**config.mk**
```make
export PLATFORM = sky130hd
export DESIGN_NAME = nonce_search_ctrl_flat
export DESIGN_NICKNAME = d
export VERILOG_FILES = /design/src/rtl/nonce_search_pkg.sv /design/src/rtl/nonce_search_ctrl_if.sv /design/src/rtl/lat_counter.sv /design/src/rtl/nonce_search_ctrl.sv /design/src/flat_wrapper.sv
export SDC_FILE = /design/constraint.sdc
export NUM_CORES = 1
export LEC_CHECK = 0
export ABC_AREA = 1
export CAP_MARGIN = 0
export CORE_ASPECT_RATIO = 0.6
export CORE_MARGIN = 10
export CORE_UTILIZATION = 51
export CTS_CLUSTER_SIZE = 8
export DETAILED_ROUTE_END_ITERATION = 10
export PLACE_DENSITY = 0.79
export SLEW_MARGIN = 20
export SYNTH_ARGS = -nofsm -noshare
export SYNTH_HDL_FRONTEND = slang
export SYNTH_SLANG_ARGS = --single-unit
```
**constraint.sdc**
```tcl
create_clock -name clk -period 1.65 [get_ports clk]
set_clock_uncertainty 0.05 [all_clocks]
set_input_delay 0.2475 -clock clk [delete_from_list [all_inputs] [get_ports clk]]
set_output_delay 0.2475 -clock clk [all_outputs]
set_load 0.005 [all_outputs]
```
**src/rtl/nonce_search_pkg.sv**
```systemverilog
// Shared definitions for the nonce search controller: FSM encoding and
// default sweep geometry.
package nonce_search_pkg;

    typedef enum logic [2:0] {
        ST_IDLE  = 3'd0,
        ST_ISSUE = 3'd1,
        ST_WAIT  = 3'd2,
        ST_CHECK = 3'd3,
        ST_DONE  = 3'd4
    } state_t;

    localparam int NONCE_W_DEF  = 8;
    localparam int HASH_LAT_DEF = 3;

endpackage

```
**src/rtl/nonce_search_ctrl_if.sv**
```systemverilog
// Handshake bundle between the nonce search controller and its
// environment (start request, validity flag, candidate and result).
interface nonce_search_ctrl_if #(
    parameter int NONCE_W = nonce_search_pkg::NONCE_W_DEF
) ();

    logic               start;
    logic               validity_reg;
    logic [NONCE_W-1:0] nonce;
    logic               nonce_valid;
    logic               busy;
    logic               done;
    logic               found;
    logic [NONCE_W-1:0] result_nonce;

    // Controller side
    modport master (
        input  start,
        input  validity_reg,
        output nonce,
        output nonce_valid,
        output busy,
        output done,
        output found,
        output result_nonce
    );

    // Environment side (request source and hash/validity stage)
    modport slave (
        output start,
        output validity_reg,
        input  nonce,
        input  nonce_valid,
        input  busy,
        input  done,
        input  found,
        input  result_nonce
    );

endinterface

```
**src/rtl/lat_counter.sv**
```systemverilog
// 4-bit loadable down-counter timing the hash latency of one candidate.
// `zero` is raised on the cycle in which the count steps down to 0, so the
// FSM can leave WAIT exactly HASH_LAT cycles after the issue cycle.
module lat_counter (
    input  logic       clk,
    input  logic       reset,
    input  logic       load,
    input  logic [3:0] load_val,
    output logic       zero
);

    logic [3:0] cnt_q;
    logic [3:0] cnt_d;

    // Next count: load has priority, otherwise count down and stick at 0
    always_comb begin
        cnt_d = cnt_q;
        if (load) begin
            cnt_d = load_val;
        end else if (cnt_q != 4'd0) begin
            cnt_d = cnt_q - 4'd1;
        end
    end

    // Count register, cleared asynchronously
    always_ff @(posedge clk or negedge reset) begin
        if (!reset) begin
            cnt_q <= '0;
        end else begin
            cnt_q <= cnt_d;
        end
    end

    assign zero = (cnt_q <= 4'd1);

endmodule

```
**src/rtl/nonce_search_ctrl.sv**
```systemverilog
// Nonce search controller: sweeps nonces from 0 upward, waits HASH_LAT
// cycles per candidate, and stops on the first valid nonce or exhaustion.
// All outputs are registered.
module nonce_search_ctrl
    import nonce_search_pkg::*;
#(
    parameter int NONCE_W  = NONCE_W_DEF,
    parameter int HASH_LAT = HASH_LAT_DEF
) (
    input logic                 clk,
    input logic                 reset,
    nonce_search_ctrl_if.master bus
);

    localparam logic [NONCE_W-1:0] NONCE_ONE = NONCE_W'(1);
    localparam logic [3:0]         LAT_LOAD  = 4'(HASH_LAT - 1);

    state_t             state_q, state_d;
    logic [NONCE_W-1:0] nonce_q, nonce_d;
    logic [NONCE_W-1:0] result_q, result_d;
    logic               found_q, found_d;
    logic               nonce_valid_q, nonce_valid_d;
    logic               busy_q, busy_d;
    logic               done_q, done_d;
    logic               cnt_load;
    logic               cnt_zero;

    lat_counter u_lat_counter (
        .clk      (clk),
        .reset    (reset),
        .load     (cnt_load),
        .load_val (LAT_LOAD),
        .zero     (cnt_zero)
    );

    // Next-state, nonce/result update and registered-output decode
    always_comb begin
        state_d  = state_q;
        nonce_d  = nonce_q;
        found_d  = found_q;
        result_d = result_q;
        cnt_load = 1'b0;

        case (state_q)
            ST_IDLE: begin
                if (bus.start) begin
                    nonce_d = '0;
                    state_d = ST_ISSUE;
                end
            end
            ST_ISSUE: begin
                cnt_load = 1'b1;
                state_d  = (HASH_LAT == 1) ? ST_CHECK : ST_WAIT;
            end
            ST_WAIT: begin
                if (cnt_zero) begin
                    state_d = ST_CHECK;
                end
            end
            ST_CHECK: begin
                if (bus.validity_reg) begin
                    found_d  = 1'b1;
                    result_d = nonce_q;
                    state_d  = ST_DONE;
                end else if (nonce_q == '1) begin
                    // exhaustion is caught here, so the nonce never wraps
                    found_d  = 1'b0;
                    result_d = '0;
                    state_d  = ST_DONE;
                end else begin
                    nonce_d = nonce_q + NONCE_ONE;
                    state_d = ST_ISSUE;
                end
            end
            ST_DONE: begin
                if (bus.start) begin
                    found_d  = 1'b0;
                    result_d = '0;
                    nonce_d  = '0;
                    state_d  = ST_ISSUE;
                end
            end
            default: begin
                state_d = ST_IDLE;
            end
        endcase

        // status flags are decoded from the next state so they register
        // in step with the state they describe
        nonce_valid_d = (state_d == ST_ISSUE);
        busy_d        = (state_d == ST_ISSUE) || (state_d == ST_WAIT) ||
                        (state_d == ST_CHECK);
        done_d        = (state_d == ST_DONE);
    end

    // State, candidate, result and status registers
    always_ff @(posedge clk or negedge reset) begin
        if (!reset) begin
            state_q       <= ST_IDLE;
            nonce_q       <= '0;
            result_q      <= '0;
            found_q       <= 1'b0;
            nonce_valid_q <= 1'b0;
            busy_q        <= 1'b0;
            done_q        <= 1'b0;
        end else begin
            state_q       <= state_d;
            nonce_q       <= nonce_d;
            result_q      <= result_d;
            found_q       <= found_d;
            nonce_valid_q <= nonce_valid_d;
            busy_q        <= busy_d;
            done_q        <= done_d;
        end
    end

    assign bus.nonce        = nonce_q;
    assign bus.nonce_valid  = nonce_valid_q;
    assign bus.busy         = busy_q;
    assign bus.done         = done_q;
    assign bus.found        = found_q;
    assign bus.result_nonce = result_q;

endmodule

```
**src/flat_wrapper.sv**
```systemverilog
// flat-port wrapper written by rule: the top's interface ports become plain ports
module nonce_search_ctrl_flat import nonce_search_pkg::*;
#(
    parameter int NONCE_W  = NONCE_W_DEF,
    parameter int HASH_LAT = HASH_LAT_DEF
)
  (clk, reset, bus_start, bus_validity_reg, bus_nonce, bus_nonce_valid, bus_busy, bus_done, bus_found, bus_result_nonce);
  nonce_search_ctrl_if #(.NONCE_W(NONCE_W)) bus_i ();
  input logic clk;
  input logic reset;
  input wire logic [$bits(bus_i.start)-1:0] bus_start;
  input wire logic [$bits(bus_i.validity_reg)-1:0] bus_validity_reg;
  output wire logic [$bits(bus_i.nonce)-1:0] bus_nonce;
  output wire logic [$bits(bus_i.nonce_valid)-1:0] bus_nonce_valid;
  output wire logic [$bits(bus_i.busy)-1:0] bus_busy;
  output wire logic [$bits(bus_i.done)-1:0] bus_done;
  output wire logic [$bits(bus_i.found)-1:0] bus_found;
  output wire logic [$bits(bus_i.result_nonce)-1:0] bus_result_nonce;
  assign bus_i.start = bus_start;
  assign bus_i.validity_reg = bus_validity_reg;
  assign bus_nonce = bus_i.nonce;
  assign bus_nonce_valid = bus_i.nonce_valid;
  assign bus_busy = bus_i.busy;
  assign bus_done = bus_i.done;
  assign bus_found = bus_i.found;
  assign bus_result_nonce = bus_i.result_nonce;
  nonce_search_ctrl #(.NONCE_W(NONCE_W), .HASH_LAT(HASH_LAT)) u_core (.clk(clk), .reset(reset), .bus(bus_i));
endmodule
```
* After elaboration in Yosys (flattened, before gate mapping)
Cells that the tools add are included.
Cells by class: add/subtract/negate cells 2, order comparisons 1, equality and inequality tests 14, muxes and demuxes 19, reductions and logical operators 10
Operators with widths (count):
- 2-to-1 mux 8 bit | 5
- one-hot mux 8 bit (2 select lines) | 2
- equality test 3 x 2 -> 1 bit, second input constant | 4
- 2-to-1 mux 3 bit | 4
- one-hot mux 3 bit (4 select lines) | 1
- adder 8 x 1 -> 8 bit, second input constant | 1
- equality test 8 bit, second input constant | 1
- 2-to-1 mux 4 bit | 2
- equality test 3 x 1 -> 1 bit, second input constant | 2
- equality test 3 bit, second input constant | 2
- inequality test 2 bit, second input constant | 3
- nonzero test 2 bit | 3
- less-or-equal comparator 4 x 1 -> 1 bit, second input constant | 1
- 2-to-1 mux 1 bit | 4
- AND reduction 4 bit | 1
- nonzero test 4 bit | 1
- subtractor 4 x 1 -> 4 bit, second input constant | 1
- zero test 3 bit | 1
- inequality test 3 x 2 -> 1 bit, second input constant | 1
- AND reduction 3 bit | 1
- logical OR 1 bit | 2
- inequality test 2 x 1 -> 1 bit, second input constant | 1
- one-hot mux 1 bit (2 select lines) | 1
- OR reduction 2 bit | 1
Word-level totals: bits in registers 27, bits of input ports 4, output and inout bits 20

* Depth between registers and ports, before layout
word-level depth 7, depth in mapped cells 9, mapped depth without buffers 9

* Hierarchy
A second synthesis with hierarchy kept.
Unflattened totals: cell total of the unflattened synthesis 177, area, all modules 1385.1 µm²
Modules (own cells, without submodules):
- nonce_search_ctrl | times used 1, cells each 144, area an instance 1136.1 µm²
- lat_counter | times used 1, cells each 33, area an instance 249.0 µm²

* Worst setup path after synthesis
No wires, ideal clock.
path type reg-to-reg, start point register u_core.nonce_q[0] (netlist: u_core.bus.nonce[0]), end point register u_core.nonce_q[6] (netlist: u_core.bus.nonce[6]), data arrival time 1.240 ns, required time 1.485 ns, slack 0.245 ns, cell stages (with the launch flop) 10, buffers on the path 1, period minus slack after synthesis 1.405 ns, path through dfrtp_1 > ha_1 > nand2_2 > nor2_4 > nand2_1 > nand2_2 > nand2_4 > buf_12 > nand3b_4 > nand2_2
On the way: word-level cells in the longest chain between the ends 4, elaborated cells between the ends (all ways) 7, classes of those cells add/sub: 1; eq/ne: 2; mux: 3; reduce/logical: 1
RTL lines:
- from (decl) | line nonce_search_ctrl.sv:19 | logic [NONCE_W-1:0] nonce_q, nonce_d;
- from (signal assigned) | line nonce_search_ctrl.sv:108 | nonce_q <= nonce_d;
- adder 8 x 1 -> 8 bit | line nonce_search_ctrl.sv:71 | nonce_d = nonce_q + NONCE_ONE;
- 2-to-1 mux 8 bit | line nonce_search_ctrl.sv:65 | end else if (nonce_q == '1) begin
- 2-to-1 mux 8 bit | line nonce_search_ctrl.sv:61 | if (bus.validity_reg) begin
- one-hot mux 8 bit (2 select lines) | line nonce_search_ctrl.sv:44 | case (state_q)
Parallel ways exist; a longest one is shown, timed or not. The select of a mux whose other input is x is not followed. A chain may end at the register's enable or synchronous reset.

* Worst setup path after layout
start point register u_core.nonce_q[3] (netlist: u_core.bus.nonce[3]), end point output port bus_nonce[3]
RTL lines:
- to (decl) | line flat_wrapper.sv:13 | output wire logic [$bits(bus_i.nonce)-1:0] bus_nonce;
No word-level cell between the ends.

==> flow_summary.toml <==
[run_status]
run_status = "finished clean"

[yosys]
post_synthesis_register_bit_count = 27
synth_edf_count = 0
synthArstFlopShare = 1.000
post-synth-top-area-fraction = 0.5000
synthesis.instances = 158
synth_top_area_cell = "dfrtp_1"
synth_seq_area_share = 0.5000
postSynthNetCount = 166
synth_cell_types = 21
synth_area_um2 = 1351
avgSynthCellArea_um2 = 8.553
main_flop_type_after_synthesis = "dfrtp_1"
netlist_top_cells_area = "dfrtp_1 50%, nand2_1 12%, nor2_1 5.8%"
synth.yosys.warnings = 0

[detailed_routing]
drt_pre_antenna_iters = 4
ant_nets = 0
drcViolationCount = 0
post_drt_wl_per_cell_um = 13.33
drt_first_iter_violations = 36
drt-vias-per-instance = 4.986
wl_mm = 2.906
routed-via-count = 1087

[cells_and_area]
design_area_um2 = 1687
final_cells = 218
layout.nets = 195
layout-drive-gt1-share = 0.1398
num_antenna_cells = 0
area_delta_synth_final_pct = 24.81

[timing]
relative_slew_slack = 0.7676
worst-slew-pin-transition_ns = 0.3485
min_period_over_period = 0.9608
hold_viol_final = 0
maxClockFrequency_mhz = 630.8
report.final.slew_viol_count = 0
setup_tns_ns = 0
finalCriticalPeriod_ns = 1.585
setup_viol_count_final = 0
final_critical_path_setup_slack_ns = 0.06476
unrepaired_setup_endpoints_after_global_routing = "false"

[power_and_ir_drop]
p_switching_mw = 0.9029
total_leakage_power_nw = 0.7753
power.share.combinational = 0.425
power-per-cell-area_nw_per_um2 = 1418
p_int_mw = 1.489
seq_power_share = 0.422
netSwitchingFraction = 0.3774
share_clk_of_total_power = 0.152
ir_drop_v = 0.0005385
report.power.total_mw = 2.392

[clock_network]
cts_sinks = 27
clock_insertion_delay_worst_skew_ns = 0.27
clockRootBuffer = "clkbuf_8"
cts_setup_buffers = 0
cts_made_buffers = 3
clock_tree.buffer_depth = 2
cts_tree = "yes"
ctsHtreeMaxLevel = 1
cts-hold-fix-buffers = 0
clkSlewWorstSetupHoldPaths_ns = 0.09
ctsResizeCount = 0

[floorplanning]
starting_density = 0.5357
die_x_um = 86.45
die_height_um = 59.87
floorplan.core_area_um2 = 2522
dieArea_um2 = 5176
rows = 14
io_pins = 24

[global_route]
gr-total-overflow = 0
pin_count_of_the_biggest_net_entering_global_routing = 28
grt.total_usage = 0.1157
grt_pass1_wl_mm = 4.802
antenna_violations_before_repair = 0
grt_pass1_vias = 992

[worst_setup_path]
cp.buffers_inverters = 1
crit_path_end_kind = "output pin"
worst_path_dominant_cell_family = "buffers and inverters"
worstSetupStartpointType = "flop"
worst_path_max_delay_cell = "clkdlybuf4s50_1"
worst-path-max-fanout = 5
path_class = "reg2out"
crit_required_ns = 1.35
worst_endpoint_data_arrival_time_ns = 1.29
crit_chain = "clkdlybuf4s50_1"
cpPeakStageDelay_ns = 0.56

[placed_design]
placement.setup.worst_slack_ns = 0.04510
io_buffer_count = 23
place.gp.congestion = 0.8501
detailedPlacementHpwl_mm = 2.291
post-place-cells = 214
placedInstanceArea_um2 = 1617

[job]
drv.max_cap_violation_count = 0

[min_path]
hold_path.class = "in2async"
layout by cell type (no fill, tap or decap), types with 2 or more instances in the layout:
cell type,n
inv_2,2
dfrtp_1,26
nand2_4,2
a21oi_1,4
nor2_4,2
buf_4,2
ha_1,3
clkdlybuf4s50_1,23
nor2_1,20
o21ai_0,12
nand2_2,4
nand3_1,6
o21ai_2,5
nand2_1,44
inv_1,15
clkbuf_8,3
nor3_1,2
power groups by stage:
stage / Combinational [mW] / Clock (mW) / Sequential, mW
finish: 1.02 / 0.364 / 1.01
detailed placement: 0.992 / 0 / 1.03
floorplan: 0.613 / 0 / 1.02
CTS: 0.994 / 0.379 / 1.01
global route: 1.13 / 0.407 / 1.04
global placement: 0.959 / 0 / 1.02
per-stage QoR:
step | util | hold WS [ns]
after floorplan | - | -0.09809
after global placement | 0.6409 | 0.4030
after detailed placement | 0.6409 | 0.4143
after CTS | 0.6587 | 0.2967
after global routing | 0.6687 | 0.2942
final | 0.6687 | 0.2930
metal layers:
metal,GRT usage,vias to the layer above,part of all wire
met2,0.1541,35,0.41
met1,0.1609,496,0.47
met5,0,-,0
met4,0.01839,0,0.0034
met3,0.06242,2,0.12
li1,-,554,-
layout make-up:
class / count / area, um2
Multi-Input combinational cell: 113 / 615.6
Tap cell: 32 / 40.04
Timing Repair Buffer: 25 / 245.2
Clock buffer: 4 / 45.04
Fill cell: 201 / 835.8
Inverter: 17 / 63.81
Sequential cell: 27 / 676.9
cells in the mapped netlist, types with 2 or more instances:
library cell  number
nand2_2            6
nor2_1            21
nand3_1            6
o21ai_0           12
ha_1               4
dfrtp_1           27
nor3_1             2
inv_1             16
o21ai_2            5
nand2_1           44
nor2_4             2
a21oi_1            4
final timing paths:
kind	depth (start not counted)	slack (ns)	from	to
setup / recovery	1	0.06	u_core.bus.nonce[3]	bus_nonce[3]
max in group asynchronous	2	0.98	reset	u_core.bus.nonce[5]
min in group clk	2	0.43	u_core.bus.found	u_core.bus.found
hold / removal	2	0.29	reset	u_core.bus.result_nonce[0]
setup reg to reg	6	0.14	u_core.state_q[1]	u_core.bus.result_nonce[7]
hold reg to reg	2	0.43	u_core.bus.found	u_core.bus.found
flip-flops by register name, indices dropped and copies added (netlist names):
signal	count
u_core.u_lat_counter.cnt_q	4
u_core.bus.done	1
u_core.bus.found	1
u_core.bus.nonce	8
u_core.bus.nonce_valid	1
u_core.bus.busy	1
u_core.bus.result_nonce	8
u_core.state_q	3
cells by family (layout without fill, tap and decap cells):
family,Yosys count,in the layout,synth area share
AND/OR/NAND/NOR,85,85,0.2908
flip-flops,27,27,0.5000
AO/OA/AOI/OAI,22,22,0.09723
buffers and inverters,18,46,0.06204
adder cells (fa/ha/maj),4,4,0.03704
XOR/XNOR,2,2,0.01297
Power figures use the tool's default switching activity.
